==> src/rtl/pipe_stall_ctrl.sv <==
// pipe_stall_ctrl: central stall/flush controller for the five-stage pipeline.
// It merges four hazard sources into one per-stage hold vector. In priority
// order these are flush, MEM bus wait, EX multi-cycle op and ID load-use.
// The multi-cycle latency and the MEM wait are tracked by two small FSMs
// that run concurrently. A saturating counter records the cycles in which
// any stage is held.
module pipe_stall_ctrl #(
    parameter int STALL_W     = 6,
    parameter int CNT_W       = 6,
    parameter int MEM_TIMEOUT = 255,
    parameter int PERF_W      = 32
) (
    input  logic              clk,
    input  logic              rst,
    input  logic              stallreq_id,
    input  logic              ex_mc_start,
    input  logic [CNT_W-1:0]  ex_mc_cycles,
    input  logic              mem_req,
    input  logic              mem_ack,
    input  logic              flush_req,
    input  logic [31:0]       flush_pc,
    output logic [STALL_W-1:0] ctrl_stall,
    output logic              ctrl_flush,
    output logic [31:0]       ctrl_new_pc,
    output logic              mc_done,
    output logic              mem_err,
    output logic [PERF_W-1:0] perf_stall_cnt
);

    // Wait counter is wide enough for the largest legal timeout (2^16-1).
    localparam int WCNT_W = 16;
    localparam logic [WCNT_W-1:0] TIMEOUT = WCNT_W'(MEM_TIMEOUT);

    // Hold vector with the lowest n stages (PC upward) held.
    function automatic logic [STALL_W-1:0] low_ones(input int n);
        logic [STALL_W-1:0] r;
        for (int i = 0; i < STALL_W; i++) begin
            r[i] = (i < n);
        end
        return r;
    endfunction

    // ID holds PC..ID/EX, EX adds EX/MEM, MEM adds MEM/WB.
    localparam logic [STALL_W-1:0] PAT_ID  = low_ones(3);
    localparam logic [STALL_W-1:0] PAT_EX  = low_ones(4);
    localparam logic [STALL_W-1:0] PAT_MEM = low_ones(5);

    typedef enum logic {MC_IDLE, MC_BUSY} mc_state_t;
    typedef enum logic {MEM_IDLE, MEM_WAIT} mem_state_t;

    mc_state_t         mc_state, mc_next;
    logic [CNT_W-1:0]  cnt, cnt_next;
    logic              ex_stall, mc_done_c;

    mem_state_t        mem_state, mem_next;
    logic [WCNT_W-1:0] wcnt, wcnt_next;
    logic              mem_stall, mem_err_c;

    logic [PERF_W-1:0] perf_q;

    // State registers for both sub-FSMs and their counters.
    // NOTE: sequential state uses non-blocking assignments, so every register
    // samples the values from before the clock edge. A blocking assignment
    // here would let one register see another's new value.
    always_ff @(posedge clk or negedge rst) begin
        if (!rst) begin
            mc_state  <= MC_IDLE;
            cnt       <= '0;
            mem_state <= MEM_IDLE;
            wcnt      <= '0;
        end else begin
            mc_state  <= mc_next;
            cnt       <= cnt_next;
            mem_state <= mem_next;
            wcnt      <= wcnt_next;
        end
    end

    // Multi-cycle EX tracker: N-1 stall cycles, then a one-cycle done pulse.
    // NOTE: every output of a combinational block gets a default first. A path
    // that leaves a signal unassigned would otherwise infer a latch.
    always_comb begin
        mc_next   = mc_state;
        cnt_next  = cnt;
        ex_stall  = 1'b0;
        mc_done_c = 1'b0;
        if (flush_req) begin
            // A redirect abandons the op; its result is never reported.
            mc_next  = MC_IDLE;
            cnt_next = '0;
        end else begin
            case (mc_state)
                MC_IDLE: begin
                    if (ex_mc_start) begin
                        if (ex_mc_cycles >= CNT_W'(2)) begin
                            ex_stall = 1'b1;
                            cnt_next = ex_mc_cycles - CNT_W'(2);
                            mc_next  = MC_BUSY;
                        end else begin
                            mc_done_c = 1'b1;
                        end
                    end
                end
                MC_BUSY: begin
                    // A new start while busy is ignored. The count keeps
                    // running even if a MEM stall covers this EX stall.
                    if (cnt != '0) begin
                        ex_stall = 1'b1;
                        cnt_next = cnt - CNT_W'(1);
                    end else begin
                        mc_done_c = 1'b1;
                        mc_next   = MC_IDLE;
                    end
                end
                default: begin
                    mc_next  = MC_IDLE;
                    cnt_next = '0;
                end
            endcase
        end
    end

    // MEM bus-wait tracker with a forced release after MEM_TIMEOUT cycles.
    always_comb begin
        mem_next  = mem_state;
        wcnt_next = wcnt;
        mem_stall = 1'b0;
        mem_err_c = 1'b0;
        if (flush_req) begin
            mem_next  = MEM_IDLE;
            wcnt_next = '0;
        end else begin
            case (mem_state)
                MEM_IDLE: begin
                    if (mem_req && !mem_ack) begin
                        mem_stall = 1'b1;
                        mem_next  = MEM_WAIT;
                        wcnt_next = WCNT_W'(1);
                    end
                end
                MEM_WAIT: begin
                    if (!mem_req || mem_ack) begin
                        // The request was withdrawn or acknowledged.
                        // Release this cycle.
                        mem_next  = MEM_IDLE;
                        wcnt_next = '0;
                    end else if (wcnt == TIMEOUT) begin
                        mem_err_c = 1'b1;
                        mem_next  = MEM_IDLE;
                        wcnt_next = '0;
                    end else begin
                        mem_stall = 1'b1;
                        wcnt_next = wcnt + WCNT_W'(1);
                    end
                end
                default: begin
                    mem_next  = MEM_IDLE;
                    wcnt_next = '0;
                end
            endcase
        end
    end

    // Priority merge into the visible controls. Everything is forced to zero
    // while reset is held, so inputs have no effect during reset.
    always_comb begin
        ctrl_stall  = '0;
        ctrl_flush  = 1'b0;
        ctrl_new_pc = '0;
        mc_done     = 1'b0;
        mem_err     = 1'b0;
        if (rst) begin
            if (flush_req) begin
                ctrl_flush  = 1'b1;
                ctrl_new_pc = flush_pc;
            end else if (mem_stall) begin
                ctrl_stall = PAT_MEM;
            end else if (ex_stall) begin
                ctrl_stall = PAT_EX;
            end else if (stallreq_id) begin
                ctrl_stall = PAT_ID;
            end
            mc_done = mc_done_c;
            mem_err = mem_err_c;
        end
    end

    // Saturating count of cycles in which any stage is held.
    always_ff @(posedge clk or negedge rst) begin
        if (!rst) begin
            perf_q <= '0;
        end else if ((ctrl_stall != '0) && (perf_q != '1)) begin
            perf_q <= perf_q + PERF_W'(1);
        end
    end

    assign perf_stall_cnt = perf_q;

endmodule
==> config.mk <==
export PLATFORM = sky130hd
export DESIGN_NAME = pipe_stall_ctrl
export DESIGN_NICKNAME = d
export VERILOG_FILES = /design/src/rtl/pipe_stall_ctrl.sv
export SDC_FILE = /design/constraint.sdc
export NUM_CORES = 1
export LEC_CHECK = 0
export ABC_AREA = 1
export BUFFER_PORTS_ARGS = -buffer_cell sky130_fd_sc_hd__buf_4
export CAP_MARGIN = 20
export CORE_AREA = 4 4 107 84
export DETAILED_ROUTE_END_ITERATION = 8
export DIE_AREA = 0 0 111 88
export GPL_ROUTABILITY_DRIVEN = 0
export HOLD_SLACK_MARGIN = 0.1
export PLACE_DENSITY_LB_ADDON = 0.05
export SLEW_MARGIN = 30
export SYNTH_ARGS = -nofsm -noshare
export SYNTH_HDL_FRONTEND = slang
export SYNTH_SLANG_ARGS = --single-unit
==> constraint.sdc <==
create_clock -name clk -period 2.2 [get_ports clk]
set_input_delay 0.11 -clock clk [delete_from_list [all_inputs] [get_ports clk]]
set_output_delay 0.11 -clock clk [all_outputs]
set_load 0.01 [all_outputs]
==> results of run 1 <==
## cells in the mapped netlist
cell type  count
nand3b_1      15
nand2_1      205
ha_1           5
xor2_1        18
o21ai_0       21
o22ai_1        8
dfrtp_1       56
nor2_2         2
nor2_8         1
nand2_4        1
nor3_1         5
nor2_4         3
nor2_1       104
nand4_4        1
nand3_2        3
conb_1         1
buf_2          7
a31oi_1        2
o211ai_1       1
inv_1         73
nand3_1       14
nand2_2        4
nand4_1       35
o31ai_1        1
inv_2          3
a22o_1         1
buf_6          3
clkbuf_1       5
buf_1          1
xnor2_1        4
o21ai_1        3
or2_2          1
a21oi_1        9
nand3_4        2
buf_4          4
## layer usage
layer  track usage, %  wire (um)  vias up
li1                 -          -     2194
met1            35.08       5557     2025
met2            41.13       5522      188
met3            4.351        933       16
met4            6.264        162        0
met5                0          0        -
## flip-flops by register name, summed over array words and instances, names as in the netlist
signal / cells
perf_stall_cnt: 32
wcnt: 16
cnt: 6
mc_state: 1
mem_state: 1
## logic make-up (layout without fill, tap and decap cells)
logic type	Yosys count	in the layout	synth area share [%]
other	1	1	0.09146
DFF	56	56	34.18
and+or+nand+nor	396	396	43.45
adders and majority gates	5	5	1.526
buffers and inverters	96	213	9.917
xor gates and xnor gates	22	22	4.699
AOI/OAI and AO/OA	46	46	6.134
## layout make-up
type / instances / area (um2) / area share, %
Tap cell: 105 / 131.4 / 2.530
Clock buffer: 7 / 86.33 / 1.663
Sequential cell: 56 / 1401 / 26.99
Timing Repair Buffer: 129 / 970.9 / 18.70
Multi-Input combinational cell: 470 / 2310 / 44.48
Clock inverter: 1 / 7.507 / 0.1446
Inverter: 76 / 285.3 / 5.494
## worst max-delay path, stage by stage (launching register included)
cell	delay [ns]
dfrtp_1	0.36
inv_1	0.10
ha_1	0.22
nand2_1	0.06
nand3b_1	0.20
nand4_4	0.20
a31oi_4	0.28
buf_4	0.16
## report_power, final
| part | switching, mW | internal [mW] |
|---|---|---|
| combinational | 0.328 | 0.242 |
| clock | 0.359 | 0.257 |
| sequential | 0.0648 | 1.08 |
| total | 0.752 | 1.58 |
## repair_timing
item,4_1_cts,5_1_grt
setup buffers,0,0
setup endpoints to repair,3,3
pin swaps,0,0
hold buffers,1,0
hold endpoints to repair,16,0
resized for setup,1,1
## metrics by stage
stage	total power, mW	worst slack, ns	area (um2)	std cells	utilization, %
finish	2.332	0.1857	5192	844	66.46
global route	2.460	0.03919	5192	844	66.46
CTS	2.336	0.1069	5184	844	66.35
detailed placement	1.730	0.2913	5074	835	64.94
global placement	1.712	0.3503	5074	835	64.94
floorplan	1.471	0.5003	4100	622	-
## placed cells by master (no fill, tap or decap), types with 4 or more instances in the layout
master	n
ha_1	5
nand3_1	14
o21ai_0	21
nor3_1	5
buf_4	128
o22ai_1	8
xor2_1	18
dfrtp_1	56
nand2_2	4
inv_1	73
nand4_1	35
nand3b_1	15
clkbuf_8	6
nor2_1	103
nand2_1	205
a21oi_1	9
xnor2_1	4
## path summary, 6_finish.rpt
kind | end | slack (ns) | startpoint
hold / removal | cnt[0] | 0.12 | ex_mc_cycles[0]
hold reg to reg | wcnt[2] | 0.54 | wcnt[2]
setup reg to reg | perf_stall_cnt[8] | 0.22 | cnt[0]
min in group asynchronous | cnt[3] | 0.21 | rst
max in group asynchronous | wcnt[15] | 1.19 | rst
setup / recovery | ctrl_stall[2] | 0.19 | cnt[0]
==> metrics, run 1 <==
status finished clean; fill count 696; Vias 4423; WHS Path Cells 3; Routed Antenna Nets 0; Fin. Hold Viols 0; All-Layer GR Usage 25.13%; Synth area leaders dfrtp_1, nand2_1, nor2_1, inv_1, nand4_1; Starting DRT DRC Count 367; Worst EP arrival 1.90 ns; fin nets 788; final period utilization 91.56%; vias in the first global route 4032; I/O Buffers 116; synthesized area per cell 6.592 um2; initial antenna violation count 0; CP Class flip-flop to output pin; row count 28; Static Leak 2.744 nW; Yosys top cell area share 34.18%; io pins 118; full die area 9768 um2; clk_skew 0.009190 ns; Post-Syn Area 4100 um2; CP Max Fanout 7; Mapped Cells 622; warnings from Yosys 0; drt drc 0; largest net degree at the start of global routing 42; #FFs+latches synth 56; HP Class input port to flip-flop; worst-margin pin slew 0.5347 ns; CTS tree done; Final setup viols 0; Max Slew Vio Count 0; deepest level of the CTS H-tree 2; clock tree buffer depth 2; Max transition margin 64.35%; Synthesized Nets 672; chip width 111 um; Skew-Pair Late Insertion Delay 0.33 ns; CTS buffer count 5; Area Growth Syn to Fin 26.64%; R2R depth 9; Pwr per Cell Area 449.2 nW/um2; total gr overflow 0; DR WL/cell 14.43 um; post-DP HPWL 9346 um; Max Cap Viol 0; Ant. Diodes 0; Tmin final 2.014 ns; Required @ worst endpoint 2.09 ns; Worst setup EP type output pin; Initial Util 52.48%; clk sinks 56; CTS root buffer clkbuf_8; hold_ws 0.1220 ns; Vias/cell 5.241; Yosys cell types 35; share of cells above drive strength 1 21.38%; DRT Wirelength 12180 um; core area 7812 um2; Setup Total Neg Slack 0 ns; Reg clk slew, reported paths 0.10 ns; RSZ-0062 raised after global routing no; startpoint types flip-flop; Max IR drop VDD 0.0003579 V; maximum clock frequency 496.5 MHz; global-route wire length before repair 20120 um; Seq/Total Area, Yosys 34.18%; die height 88 um; 1st-pass router iterations 5; Yosys top cell by area dfrtp_1
(Power assumes the default switching activity.)
==> inputs of run 2 (changes only) <==
--- a/config.mk
+++ b/config.mk
@@ -8,9 +8,9 @@
 export ABC_AREA = 1
 export BUFFER_PORTS_ARGS = -buffer_cell sky130_fd_sc_hd__buf_4
 export CAP_MARGIN = 20
-export CORE_AREA = 4 4 107 84
+export CORE_AREA = 4 4 112 88
 export DETAILED_ROUTE_END_ITERATION = 8
-export DIE_AREA = 0 0 111 88
+export DIE_AREA = 0 0 116 92
 export GPL_ROUTABILITY_DRIVEN = 0
 export HOLD_SLACK_MARGIN = 0.1
 export PLACE_DENSITY_LB_ADDON = 0.05
==> constraint.sdc (replaced) <==
create_clock -name clk -period 1.8 [get_ports clk]
set_input_delay 0.09 -clock clk [delete_from_list [all_inputs] [get_ports clk]]
set_output_delay 0.09 -clock clk [all_outputs]
set_load 0.01 [all_outputs]
==> metrics, run 2 (synthesis results as in run 1) <==
Tmin final 1.788 ns; Seq. cell area 1401 um2 (unchanged); Routed Antenna Nets 0 (unchanged); Fin. Hold Viols 0 (unchanged); Skew-Pair Late Insertion Delay 0.29 ns (was 0.33 ns); row count 30 (was 28); final period utilization 99.36%; Max Cap Viol 0 (unchanged); Max IR drop VDD 0.0005302 V (was 0.0003579 V); Final Core Density 64.36% (was 66.46%); deepest level of the CTS H-tree 2 (unchanged); beginning of the critical path wcnt[9] (was cnt[0]); core area 8783 um2 (was 7812 um2); Cells after DPL 865 (was 835); clk_skew 0.01167 ns (was 0.009190 ns); Tot Pwr 3.233 mW (was 2.332 mW); Worst EP arrival 1.70 ns (was 1.90 ns); initial antenna violation count 0 (unchanged); Ant. Diodes 0 (unchanged); Area Growth Syn to Fin 37.87% (was 26.64%); Starting DRT DRC Count 295 (was 367); CP Max Fanout 7 (unchanged); Required @ worst endpoint 1.71 ns (was 2.09 ns); most frequent cells in the layout nand2_1, buf_4, nor2_1, inv_1, dfrtp_1 (unchanged); global-route wire length before repair 19770 um (was 20120 um); Final setup viols 0 (unchanged); RSZ-0062 raised after global routing yes (was no); io pins 118 (unchanged); Non-Filler Instances 889 (was 844); HP Start ex_mc_cycles[0] (unchanged); total gr overflow 0 (unchanged); I/O Buffers 116 (unchanged); Max transition margin 46.04% (was 64.35%); die height 92 um (was 88 um); 1st-pass router iterations 5 (unchanged); drt drc 0 (unchanged); DR WL/cell 14.30 um (was 14.43 um); clk sinks 56 (unchanged); clock tree buffer depth 2 (unchanged); largest net degree at the start of global routing 34 (was 42); worst-margin pin slew 0.8068 ns (was 0.5347 ns); CTS tree done (unchanged); max reg flops 32 (unchanged); commonest non-fill, non-tap cell in the layout nand2_1 (unchanged); status finished clean (unchanged); CTS buffer count 5 (unchanged); Worst setup EP type output pin (unchanged); All-Layer GR Usage 22.77% (was 25.13%); Max Slew Vio Count 0 (unchanged); r2r startpoint cnt[0] (unchanged); Reg clk slew, reported paths 0.07 ns (was 0.10 ns); CP Class flip-flop to output pin (unchanged); post-DP HPWL 9213 um (was 9346 um); vias in the first global route 3990 (was 4032); fill count 765 (was 696); Vias/cell 5.190 (was 5.241); Initial Util 46.68% (was 52.48%); fin nets 826 (was 788); share of cells above drive strength 1 26.64% (was 21.38%); Vias 4614 (was 4423); chip width 116 um (was 111 um); startpoint types flip-flop (unchanged); full die area 10670 um2 (was 9768 um2); Pwr per Cell Area 571.9 nW/um2 (was 449.2 nW/um2); maximum clock frequency 559.1 MHz; Static Leak 2.992 nW (was 2.744 nW); area of the multi-input gates 2387 um2 (was 2310 um2); CTS root buffer clkbuf_16 (was clkbuf_8); DRT Wirelength 12710 um (was 12180 um); HP Class input port to flip-flop (unchanged)
==> run 2: area by class of cell <==
class,count,area share [%]
repair buffers,165,22.75
multi-input cells,472,42.23
inverters,76,5.046
well taps,112,2.479
flip-flops and latches,56,24.79
clock buffers,6,2.457
clock inverters,2,0.2435
==> run 2: final timing paths <==
| kind | endpoint | slack, ns | depth (start not counted) |
|---|---|---|---|
| worst max-delay path | ctrl_stall[1] | 0.01 | 8 |
| worst min-delay path | cnt[0] | 0.15 | 3 |
| worst max register to register | perf_stall_cnt[20] | 0.01 | 10 |
| worst min register to register | wcnt[7] | 0.55 | 2 |
| max in group asynchronous | perf_stall_cnt[5] | 0.83 | 2 |
| min in group asynchronous | perf_stall_cnt[2] | 0.47 | 2 |
==> run 2: layer usage <==
metal | vias to the layer above | global-route usage (%) | routed length, um
met5 | - | 0 | 0
met4 | 0 | 3.961 | 89
met3 | 6 | 3.430 | 1193
met1 | 2109 | 33.25 | 5663
met2 | 209 | 36.11 | 5763
li1 | 2290 | - | -
==> run 2: power by group <==
| group | switching, mW | leakage, nW | internal [mW] |
|---|---|---|---|
| Combinational | 0.443 | 2.14 | 0.376 |
| Clock | 0.463 | 0.0772 | 0.558 |
| Sequential | 0.0703 | 0.770 | 1.32 |
==> run 2: through the flow <==
stage | TNS, ns | hold slack (ns) | setup slack (ns) | instance area [um2]
after floorplan | 0 | -0.2056 | 0.1003 | 4100
after global placement | 0 | -0.01273 | 0.04976 | 5255
after detailed placement | -0.08459 | -0.008650 | -0.01242 | 5255
after CTS | 0 | 0.1403 | 0.009023 | 5519
after global routing | -2.234 | 0.1815 | -0.08412 | 5653
final | 0 | 0.1503 | 0.01151 | 5653
==> run 2: repair_timing <==
item | in CTS | in global routing
setup endpoints to repair | 32 | 41
cloned | 0 | 2
hold endpoints to repair | 56 | 39
hold buffers | 3 | 1
setup buffers | 8 | 2
resized for setup | 5 | 24
pin swaps | 4 | 3
==> run 2: critical path, stage by stage, from the launching register on <==
cell and delay (ns):
dfrtp_1 0.47, nor2_1 0.13, nand2_1 0.10, nor2_4 0.15
nand3_4 0.10, nand2_4 0.10, a31oi_1 0.08, buf_4 0.16
buf_6 0.12
